<file path="config.mk">
export PLATFORM = sky130hd
export DESIGN_NAME = fetch_stall_ctrl
export DESIGN_NICKNAME = d
export VERILOG_FILES = /design/src/rtl/fetch_stall_ctrl.sv
export SDC_FILE = /design/constraint.sdc
export NUM_CORES = 1
export LEC_CHECK = 0
export CAP_MARGIN = 25
export CORE_UTILIZATION = 29
export CTS_BUF_LIST = sky130_fd_sc_hd__clkbuf_2
export DETAILED_ROUTE_END_ITERATION = 8
export PLACE_DENSITY = 0.72
export SYNTH_ARGS = -nofsm -noshare
export SYNTH_HDL_FRONTEND = slang
export SYNTH_SLANG_ARGS = --single-unit
</file>
<file path="constraint.sdc">
create_clock -name clk -period 2.03 [get_ports clk]
set_input_delay 0.203 -clock clk [delete_from_list [all_inputs] [get_ports clk]]
set_output_delay 0.203 -clock clk [all_outputs]
set_load 0.05 [all_outputs]
</file>
<file path="src/rtl/fetch_stall_ctrl.sv">
// Fetch-side stall/redirect consumer: owns the PC and IF/ID registers, applies hazard stalls and ID-stage redirects.
// Optional performance counters are built only when FETCH_PERF_CNT_EN is defined.
module fetch_stall_ctrl #(
    parameter int                    PC_WIDTH  = 32,
    parameter logic [PC_WIDTH-1:0]   RESET_PC  = '0,
    parameter int                    MAX_STALL = 2
) (
    input  logic                clk,
    input  logic                reset,
    input  logic                stall,
    input  logic                redirect,
    input  logic [PC_WIDTH-1:0] redirect_pc,
    input  logic [PC_WIDTH-1:0] imem_instr,
    output logic [PC_WIDTH-1:0] pc_out,
    output logic [PC_WIDTH-1:0] if_id_instr,
    output logic [PC_WIDTH-1:0] if_id_pc4,
    output logic                if_id_valid,
    output logic                id_ex_bubble,
    output logic                stall_err,
    output logic [31:0]         stall_cnt,
    output logic [31:0]         flush_cnt
);

    localparam int                RUN_W     = (MAX_STALL + 2 > 2) ? $clog2(MAX_STALL + 2) : 1;
    localparam logic [RUN_W-1:0]  RUN_LIMIT = RUN_W'(MAX_STALL);
    localparam logic [RUN_W-1:0]  RUN_SAT   = RUN_W'(MAX_STALL + 1);

    typedef enum logic [1:0] {
        OP_HOLD,
        OP_REDIRECT,
        OP_ADVANCE
    } fetch_op_e;

    fetch_op_e           fetch_op;
    logic [PC_WIDTH-1:0] pc_p0;
    logic [PC_WIDTH-1:0] pc_plus4;
    logic [PC_WIDTH-1:0] redirect_target;
    logic [PC_WIDTH-1:0] instr_p1;
    logic [PC_WIDTH-1:0] pc4_p1;
    logic                vld_p1;
    logic [RUN_W-1:0]    run_cnt;
    logic                err_q;
    logic                unused_redirect_lsbs;

    // Saturating run-length step for the stall watchdog.
    function automatic logic [RUN_W-1:0] run_step(input logic [RUN_W-1:0] run, input logic stalled);
        if (!stalled)
            return '0;
        else if (run >= RUN_SAT)
            return RUN_SAT;
        else
            return run + RUN_W'(1);
    endfunction

    assign pc_plus4             = pc_p0 + PC_WIDTH'(4);
    assign redirect_target      = {redirect_pc[PC_WIDTH-1:2], 2'b00};
    assign unused_redirect_lsbs = ^redirect_pc[1:0];

    // Stall outranks redirect: while stalled the ID operands feeding the branch are stale.
    always_comb begin
        fetch_op = OP_ADVANCE;
        if (stall)
            fetch_op = OP_HOLD;
        else if (redirect)
            fetch_op = OP_REDIRECT;
    end

    // ---- IF stage: PC register ----
    always_ff @(posedge clk) begin
        if (reset) begin
            pc_p0 <= RESET_PC;
        end else begin
            case (fetch_op)
                OP_HOLD:     pc_p0 <= pc_p0;
                OP_REDIRECT: pc_p0 <= redirect_target;
                default:     pc_p0 <= pc_plus4;
            endcase
        end
    end

    // ---- IF/ID boundary ----
    always_ff @(posedge clk) begin
        if (reset) begin
            instr_p1 <= '0;
            pc4_p1   <= '0;
            vld_p1   <= 1'b0;
        end else begin
            case (fetch_op)
                OP_HOLD: begin
                    instr_p1 <= instr_p1;
                    pc4_p1   <= pc4_p1;
                    vld_p1   <= vld_p1;
                end
                OP_REDIRECT: begin
                    instr_p1 <= '0;
                    pc4_p1   <= '0;
                    vld_p1   <= 1'b0;
                end
                default: begin
                    instr_p1 <= imem_instr;
                    pc4_p1   <= pc_plus4;
                    vld_p1   <= 1'b1;
                end
            endcase
        end
    end

    // Watchdog: flag the edge that would extend a stall run past MAX_STALL; sticky until reset.
    always_ff @(posedge clk) begin
        if (reset) begin
            run_cnt <= '0;
            err_q   <= 1'b0;
        end else begin
            run_cnt <= run_step(run_cnt, stall);
            if (stall && run_cnt == RUN_LIMIT)
                err_q <= 1'b1;
        end
    end

`ifdef FETCH_PERF_CNT_EN
    logic [31:0] stall_cnt_q;
    logic [31:0] flush_cnt_q;

    function automatic logic [31:0] sat_inc32(input logic [31:0] val, input logic en);
        if (en && val != 32'hFFFF_FFFF)
            return val + 32'd1;
        else
            return val;
    endfunction

    always_ff @(posedge clk) begin
        if (reset) begin
            stall_cnt_q <= '0;
            flush_cnt_q <= '0;
        end else begin
            stall_cnt_q <= sat_inc32(stall_cnt_q, stall);
            flush_cnt_q <= sat_inc32(flush_cnt_q, redirect & ~stall);
        end
    end

    assign stall_cnt = stall_cnt_q;
    assign flush_cnt = flush_cnt_q;
`else
    assign stall_cnt = '0;
    assign flush_cnt = '0;
`endif

    assign pc_out       = pc_p0;
    assign if_id_instr  = instr_p1;
    assign if_id_pc4    = pc4_p1;
    assign if_id_valid  = vld_p1;
    assign id_ex_bubble = stall & ~reset;
    assign stall_err    = err_q;

endmodule

</file>
### After elaboration in Yosys (flattened, before gate mapping)

Cells that the tools add are included.

* $add $sub $neg: 2
* $lt $le $gt $ge: 1
* eq/ne operators: 2
* multiplexer cells: 7
* bitwise operators: 3
* reduce and logical (&&, ||, !) cells: 3

Operators with widths (number)
* $pmux W32 S2: 3
* $add A32 B3 Y32 const B: 1
* $mux W2: 3
* $add A2 B1 Y2 const B: 1
* $eq A2 B1 Y1 const B: 1
* $eq A2 B2 Y1 const B: 1
* $ge A2 B2 Y1 const B: 1
* $logic_not A2 Y1: 1
* $not A1 Y1: 2
* $pmux W1 S2: 1
* $reduce_or A2 Y1: 1
* $and A1 B1 Y1: 1
* $logic_and A1 B1 Y1: 1

* register bits after elaboration: 100
* input port bits: 68

### Depth between registers and ports, before layout

Gate-level depths: netlist of the first run.

* depth after elaboration: 4
* depth in mapped cells: 7
* depth with buffers taken out: 6

### Worst setup path after synthesis of the first run

Ideal clock, no wire load.

* path kind: register -> register
* start point: register pc_p0[2] (netlist: pc_out[2])
* end point: register pc4_p1[24] (netlist: if_id_pc4[24])
* library setup time: 0.117 ns
* arrival: 2.137 ns
* setup slack: -0.224 ns
* cell stages (with the launch flop): 7
* buffers on the path: 0
* clock period less this slack: 2.254 ns
* cells stage by stage: dfxtp_1 ha_1 nand3_2 nor4_4 nand3_1 xnor2_1 a22o_1

* cells in the longest elaborated chain, start to end: 2

Ends and longest elaborated chain
* start, declared: RTL line 35 `logic [PC_WIDTH-1:0] pc_p0;`
* start signal, assigned: RTL line 74 `OP_HOLD: pc_p0 <= pc_p0;`
* start signal, assigned: RTL line 75 `OP_REDIRECT: pc_p0 <= redirect_target;`
* start signal, assigned: RTL line 76 `default: pc_p0 <= pc_plus4;`
* $add A32 B3 Y32: RTL line 55 `assign pc_plus4 = pc_p0 + PC_WIDTH'(4);`
* $pmux W32 S2: RTL line 88 `case (fetch_op)`
* end signal, assigned: RTL line 91 `pc4_p1 <= pc4_p1;`
* end signal, assigned: RTL line 101 `pc4_p1 <= pc_plus4;`
* end, declared: RTL line 39 `logic [PC_WIDTH-1:0] pc4_p1;`

No other way between the ends.
A chain may end at the register's enable or synchronous reset.

### Final worst setup path of the first run

* start point: register pc_p0[14] (netlist: pc_out[14])
* end point: output port pc_out[14]

RTL lines
* end, declared: RTL line 14 `output logic [PC_WIDTH-1:0] pc_out,`

No word-level cell between the ends.

==> results of run 1 <==
synthesized netlist by cell type, drive strengths merged, types with 4 or more instances:
| cell | instances |
|---|---|
| inv | 10 |
| nor3 | 15 |
| dfxtp | 97 |
| a22o | 34 |
| and4 | 4 |
| nand3 | 12 |
| or2 | 6 |
| nand2 | 41 |
| a31oi | 6 |
| nand3b | 4 |
| nor2b | 6 |
| o32ai | 6 |
| nand2b | 4 |
| and3 | 6 |
| nand4 | 9 |
| nor2 | 39 |
| xnor2 | 23 |
| o21ai | 35 |
| nor4 | 7 |
| a22oi | 13 |
| clkbuf | 24 |
| a21oi | 34 |
| buf | 80 |
| xor2 | 4 |
report_power, final:
group / internal [mW] / total (mW) / switching (mW)
clock network: 0.286 / 0.985 / 0.699
registers: 1.98 / 2.05 / 0.0632
logic: 0.304 / 1.05 / 0.744
area by class of cell:
| class | instances | area (µm²) |
|---|---|---|
| sequential | 97 | 1954 |
| tap | 216 | 270.3 |
| clock inverter | 7 | 70.07 |
| timing repair buffer | 196 | 1782 |
| clock buffer | 9 | 45.04 |
| fill | 1682 | 9402 |
| antenna | 1 | 2.502 |
| inverter | 11 | 41.29 |
| multi-input combinational | 403 | 2434 |
state kept, by name, summed over array words and instances (netlist names):
signal	count
if_id_instr	32
if_id_pc4	31
if_id_valid	1
pc_out	30
run_cnt	2
stall_err	1
timing repair:
action / in CTS / in global routing
setup endpoints to repair: 93 / 11
gates resized for setup: 95 / 7
setup buffers: 0 / 2
pin swaps: 0 / 2
hold endpoints to repair: 4 / 0
hold buffers: 2 / 0
metal layers:
| metal | global-route usage [%] | vias up | wire [µm] |
|---|---|---|---|
| li1 | - | 2142 | - |
| met1 | 20.94 | 2016 | 6080 |
| met2 | 25.74 | 150 | 6515 |
| met3 | 4.642 | 10 | 1105 |
| met4 | 4.530 | 0 | 131 |
| met5 | 0 | - | 0 |
final timing paths:
path	from	to	slack (ns)	cells after the start
worst max-delay path	pc_out[14]$_SDFFE_PP0P_	pc_out[14]	0.13	2
worst min-delay path	redirect	pc_out[14]$_SDFFE_PP0P_	0.09	5
worst max register to register	pc_out[21]$_SDFFE_PP0P_	pc_out[30]$_SDFFE_PP0P_	0.20	5
worst min register to register	if_id_pc4[29]$_SDFFE_PP0P_	if_id_pc4[29]$_SDFFE_PP0P_	0.46	2
cell families after synthesis:
| logic type | after synthesis | synth area share, % |
|---|---|---|
| AOI/OAI and AO/OA | 148 | 20.77 |
| xor gates and xnor gates | 27 | 4.931 |
| adders and majority gates | 1 | 0.2609 |
| buffers and inverters | 115 | 14.48 |
| DFF | 97 | 40.49 |
| muxes | 3 | 0.6262 |
| other | 1 | 0.07819 |
| and+or+nand+nor | 158 | 18.37 |
critical path: cells and delay by family (launching register included):
family                 cells  cell delay [ns]
buffers and inverters      2             0.72
DFF                        1             0.39
==> impl_metrics.env, run 1 <==
export IMPL_layout_min_cycle_time_ns=1.904
export IMPL_syn_inst=550
export IMPL_grt_pass1_wl_mm=21.11
export IMPL_start_util_pct=29.97
export IMPL_port_buffers=162
export IMPL_ir_drop_mv=0.2333
export IMPL_clock_root_buffer="clkbuf_2"
export IMPL_dieArea_mm2=0.01706
export IMPL_cp_end_kind="output port"
export IMPL_clk_pin_slew_ns=0.27
export IMPL_final_common_cell="dlygate4sd2_1"
export IMPL_synth_top_area_share_pct=40.49
export IMPL_die_h_um=130.6
export IMPL_path_class="flop to output port"
export IMPL_vias_per_cell=4.594
export IMPL_gp_congestion=0.8296
export IMPL_grt_pass1_vias=3973
export IMPL_wire_per_inst_um=14.71
export IMPL_finalHoldViolCount=0
export IMPL_setup_viol=0
export IMPL_placed_cell_area_mm2=0.006538
export IMPL_drive_gt1_share_pct=12.31
export IMPL_synth_area_per_cell_um2=8.720
export IMPL_whs_ns=0.08885
export IMPL_die_x_um=130.6
export IMPL_fmax_ghz=0.5252
export IMPL_dp_cells=919
export IMPL_ant_nets=0
export IMPL_crit_arrival_ns=1.70
export IMPL_crit_chain="buf_4 -> dlygate4sd2_1"
export IMPL_max_stage_delay_ns=0.57
export IMPL_worst_clock_skew_ns=0.02849
export IMPL_grt_antenna_before_repair=0
export IMPL_power_density_mw_per_mm2=617.9
export IMPL_ys_warn_count=0
export IMPL_report_final_slew_viol_count=0
export IMPL_slew_headroom_pct=63.10
export IMPL_grt_use_total_pct=16.06
export IMPL_dr_pass1_iters=5
export IMPL_cts_tree="yes"
export IMPL_wl_mm=13.83
export IMPL_async_flop_share_pct=0
export IMPL_required_ns=1.83
export IMPL_tns_ns=0
export IMPL_worstMarginPinSlew_ns=0.5558
export IMPL_seq_area_frac_synth_pct=40.49
export IMPL_cts_buffers=9
export IMPL_status="finished clean"
export IMPL_clk_latency_ns=0.60
export IMPL_fin_crit_sh_pct=93.80
export IMPL_fin_util_pct=41.24
export IMPL_synth_main_ff_cell="dfxtp_1"
export IMPL_worst_slack_ns=0.1258
export IMPL_drtIter0Drc=243
export IMPL_area_growth_pct=37.59
export IMPL_critPathSlowestCell="dlygate4sd2_1"
export IMPL_overflow=0
export IMPL_final_area_mm2=0.006599
export IMPL_io_pins=231
export IMPL_yosys_top_cells_area="dfxtp_1, buf_4, a22o_1"
export IMPL_fin_cells=940
export IMPL_vias=4318
export IMPL_synth_edf_count=0
export IMPL_layout_common_cells="dlygate4sd2_1, dfxtp_1, conb_1"
export IMPL_cts_path_max_buffers=2
export IMPL_row_count=46
export IMPL_p_leak_nw=2.938
export IMPL_yosysTopAreaCell="dfxtp_1"
export IMPL_dp_hpwl_mm=10.20
export IMPL_drv_cap=0
export IMPL_p_total_mw=4.077
export IMPL_final_nets=787
export IMPL_h_tree_depth=3
export IMPL_start_kind="flop"
export IMPL_critical_path_max_fanout=8
export IMPL_ys_ff_latch=97
export IMPL_coreArea_mm2=0.01600
export IMPL_pre_cts_ws_ns=0.1332
export IMPL_grt_max_degree=39
export IMPL_hold_class="input pin to flop"
export IMPL_synth_distinct_cells=56
export IMPL_rsz0062_at_grt="false"
export IMPL_netlist_area_mm2=0.004796
export IMPL_cts_sinks=97
export IMPL_drcViolationCount=0
Power figures use the tool's default switching activity.
==> run 2, diff against run 1 <==
--- a/config.mk
+++ b/config.mk
@@ -8,6 +8,7 @@
 export CAP_MARGIN = 25
 export CORE_UTILIZATION = 29
 export CTS_BUF_LIST = sky130_fd_sc_hd__clkbuf_2
+export CTS_CLUSTER_SIZE = 25
 export DETAILED_ROUTE_END_ITERATION = 8
 export PLACE_DENSITY = 0.72
 export SYNTH_ARGS = -nofsm -noshare
==> results of run 2 <==
No change in the layout: final DEF, timing and power equal those of run 1.
==> run 3, diff against run 2 <==
--- a/config.mk
+++ b/config.mk
@@ -6,11 +6,13 @@
 export NUM_CORES = 1
 export LEC_CHECK = 0
 export CAP_MARGIN = 25
-export CORE_UTILIZATION = 29
+export CELL_PAD_IN_SITES_DETAIL_PLACEMENT = 0
+export CELL_PAD_IN_SITES_GLOBAL_PLACEMENT = 2
+export CORE_UTILIZATION = 23
 export CTS_BUF_LIST = sky130_fd_sc_hd__clkbuf_2
 export CTS_CLUSTER_SIZE = 25
 export DETAILED_ROUTE_END_ITERATION = 8
-export PLACE_DENSITY = 0.72
+export PLACE_DENSITY = 0.94
 export SYNTH_ARGS = -nofsm -noshare
 export SYNTH_HDL_FRONTEND = slang
 export SYNTH_SLANG_ARGS = --single-unit
==> impl_metrics.env, run 3 (synthesis gave the netlist of run 1 again) <==
export IMPL_layout_min_cycle_time_ns=1.950
export IMPL_cp_end_kind="output port"
export IMPL_hold_class="input pin to flop"
export IMPL_die_x_um=146.4
export IMPL_power_density_mw_per_mm2=611.0
export IMPL_vias=4333
export IMPL_rsz0062_at_grt="true"
export IMPL_p_seq_share_pct=50.3
export IMPL_final_common_cell="dfxtp_1"
export IMPL_whs_ns=0.1042
export IMPL_clk_latency_ns=0.63
export IMPL_start_kind="input pin"
export IMPL_grt_pass1_wl_mm=22.37
export IMPL_cts_path_max_buffers=2
export IMPL_route_met3_wl_mm=1.038
export IMPL_area_growth_pct=38.85
export IMPL_p_comb_share_pct=25.9
export IMPL_fin_crit_sh_pct=96.08
export IMPL_tns_ns=0
export IMPL_fmax_ghz=0.5127
export IMPL_fin_cells=997
export IMPL_wl_met1_mm=6.615
export IMPL_status="finished clean"
export IMPL_finalHoldViolCount=0
export IMPL_coreArea_mm2=0.02036
export IMPL_cts_tree="yes"
export IMPL_dp_hpwl_mm=10.86
export IMPL_grt_pass1_vias=3910
export IMPL_final_nets=790
export IMPL_setup_viol=0
export IMPL_clock_root_buffer="clkbuf_2"
export IMPL_drcViolationCount=0
export IMPL_drv_cap=0
export IMPL_cts_buffers=9
export IMPL_drive_gt1_share_pct=12.95
export IMPL_p_leak_nw=2.929
export IMPL_clock_power_share_pct=23.8
export IMPL_dp_cells=977
export IMPL_overflow=0
export IMPL_row_count=52
export IMPL_path_class="input pin to output port"
export IMPL_clk_pin_slew_ns=0.34
export IMPL_ant_nets=0
export IMPL_crit_arrival_ns=1.75
export IMPL_grt_max_degree=42
export IMPL_vias_per_cell=4.346
export IMPL_cts_sinks=97
export IMPL_p_switching_mw=1.579
export IMPL_ir_drop_mv=0.2066
export IMPL_dr_pass1_iters=4
export IMPL_layout_common_cells="dfxtp_1, dlygate4sd2_1, conb_1"
export IMPL_required_ns=1.83
export IMPL_worstMarginPinSlew_ns=0.5856
export IMPL_report_final_slew_viol_count=0
export IMPL_grt_antenna_before_repair=1
export IMPL_worst_clock_skew_ns=0.03333
export IMPL_start_util_pct=23.55
export IMPL_sw_frac_of_total_pct=38.81
export IMPL_p_total_mw=4.069
export IMPL_critical_path_max_fanout=41
export IMPL_port_buffers=162
export IMPL_h_tree_depth=3
export IMPL_slew_headroom_pct=61.11
export IMPL_grt_use_total_pct=13.45
export IMPL_p_int_mw=2.490
export IMPL_wl_met2_mm=6.974
export IMPL_wl_mm=14.81
export IMPL_largest_reg_flops=32
export IMPL_highest_layer="met4"
export IMPL_drtIter0Drc=206
export IMPL_dieArea_mm2=0.02143
export IMPL_die_h_um=146.4
export IMPL_wire_per_inst_um=14.86
export IMPL_io_pins=231
export IMPL_gp_congestion=0.7804
## run 3: cell count changes in the layout (fill, tap and decap cells not counted), moves of 2 or more
cell and change:
buf_4 +4, clkinv_2 -2, clkdlybuf4s15_1 +2, dlygate4sd2_1 -6, inv_8 +2, clkbuf_2 +4
## run 3: routing by layer
layer  vias to the layer above  GRT usage, %
met5                         -             0
li1                       2148             -
met3                        13         3.313
met1                      2028         17.13
met4                         0         4.844
met2                       144         21.95
## run 3: critical path, cell delays in order
cell and delay, ns:
dlygate4sd3_1 0.55, buf_2 0.15, buf_4 0.23, nor2b_4 0.17, buf_12 0.23, buf_12 0.17
## run 3: power by group through the flow
stage	Combinational, mW	Sequential, mW	Clock (mW)
floorplan	0.592	2.31	0
CTS	1.06	2.05	1.03
global placement	1.10	2.08	0
detailed placement	1.10	2.08	0
global route	1.11	2.06	1.10
finish	1.05	2.05	0.969
## run 3: final cells by class
type | count | area (µm²)
Fill cell | 2190 | 13710
Multi-Input combinational cell | 403 | 2427
Timing Repair Buffer | 199 | 1779
Sequential cell | 97 | 1953
Clock inverter | 7 | 72.57
Antenna cell | 1 | 2.502
Inverter | 11 | 41.29
Clock buffer | 9 | 45.04
Tap cell | 270 | 337.8
## run 3: path summary, 6_finish.rpt
kind | start | endpoint | slack [ns] | depth (start not counted)
worst max-delay path | reset | id_ex_bubble | 0.08 | 6
worst min-delay path | imem_instr[17] | if_id_instr[17]$_SDFFE_PP0P_ | 0.10 | 2
worst max register to register | pc_out[8]$_SDFFE_PP0P_ | pc_out[19]$_SDFFE_PP0P_ | 0.09 | 5
worst min register to register | if_id_pc4[26]$_SDFFE_PP0P_ | if_id_pc4[26]$_SDFFE_PP0P_ | 0.46 | 2
## run 3: repair_timing
item | 4_1_cts | 5_1_grt
setup endpoints to repair | 94 | 22
buffers inserted | 0 | 1
hold endpoints to repair | 23 | 0
resized for setup | 97 | 12
pin swaps | 0 | 1
hold buffers | 2 | 0
## run 3: metrics by stage
step	cell area, µm²	util, %	setup WS, ns
after CTS	6649	32.65	0.0005134
final	6659	32.70	0.07960
after floorplan	5049	-	0.004294
after global placement	6623	32.52	0.1147
after global routing	6659	32.70	-0.01246
after detailed placement	6623	32.52	0.06439
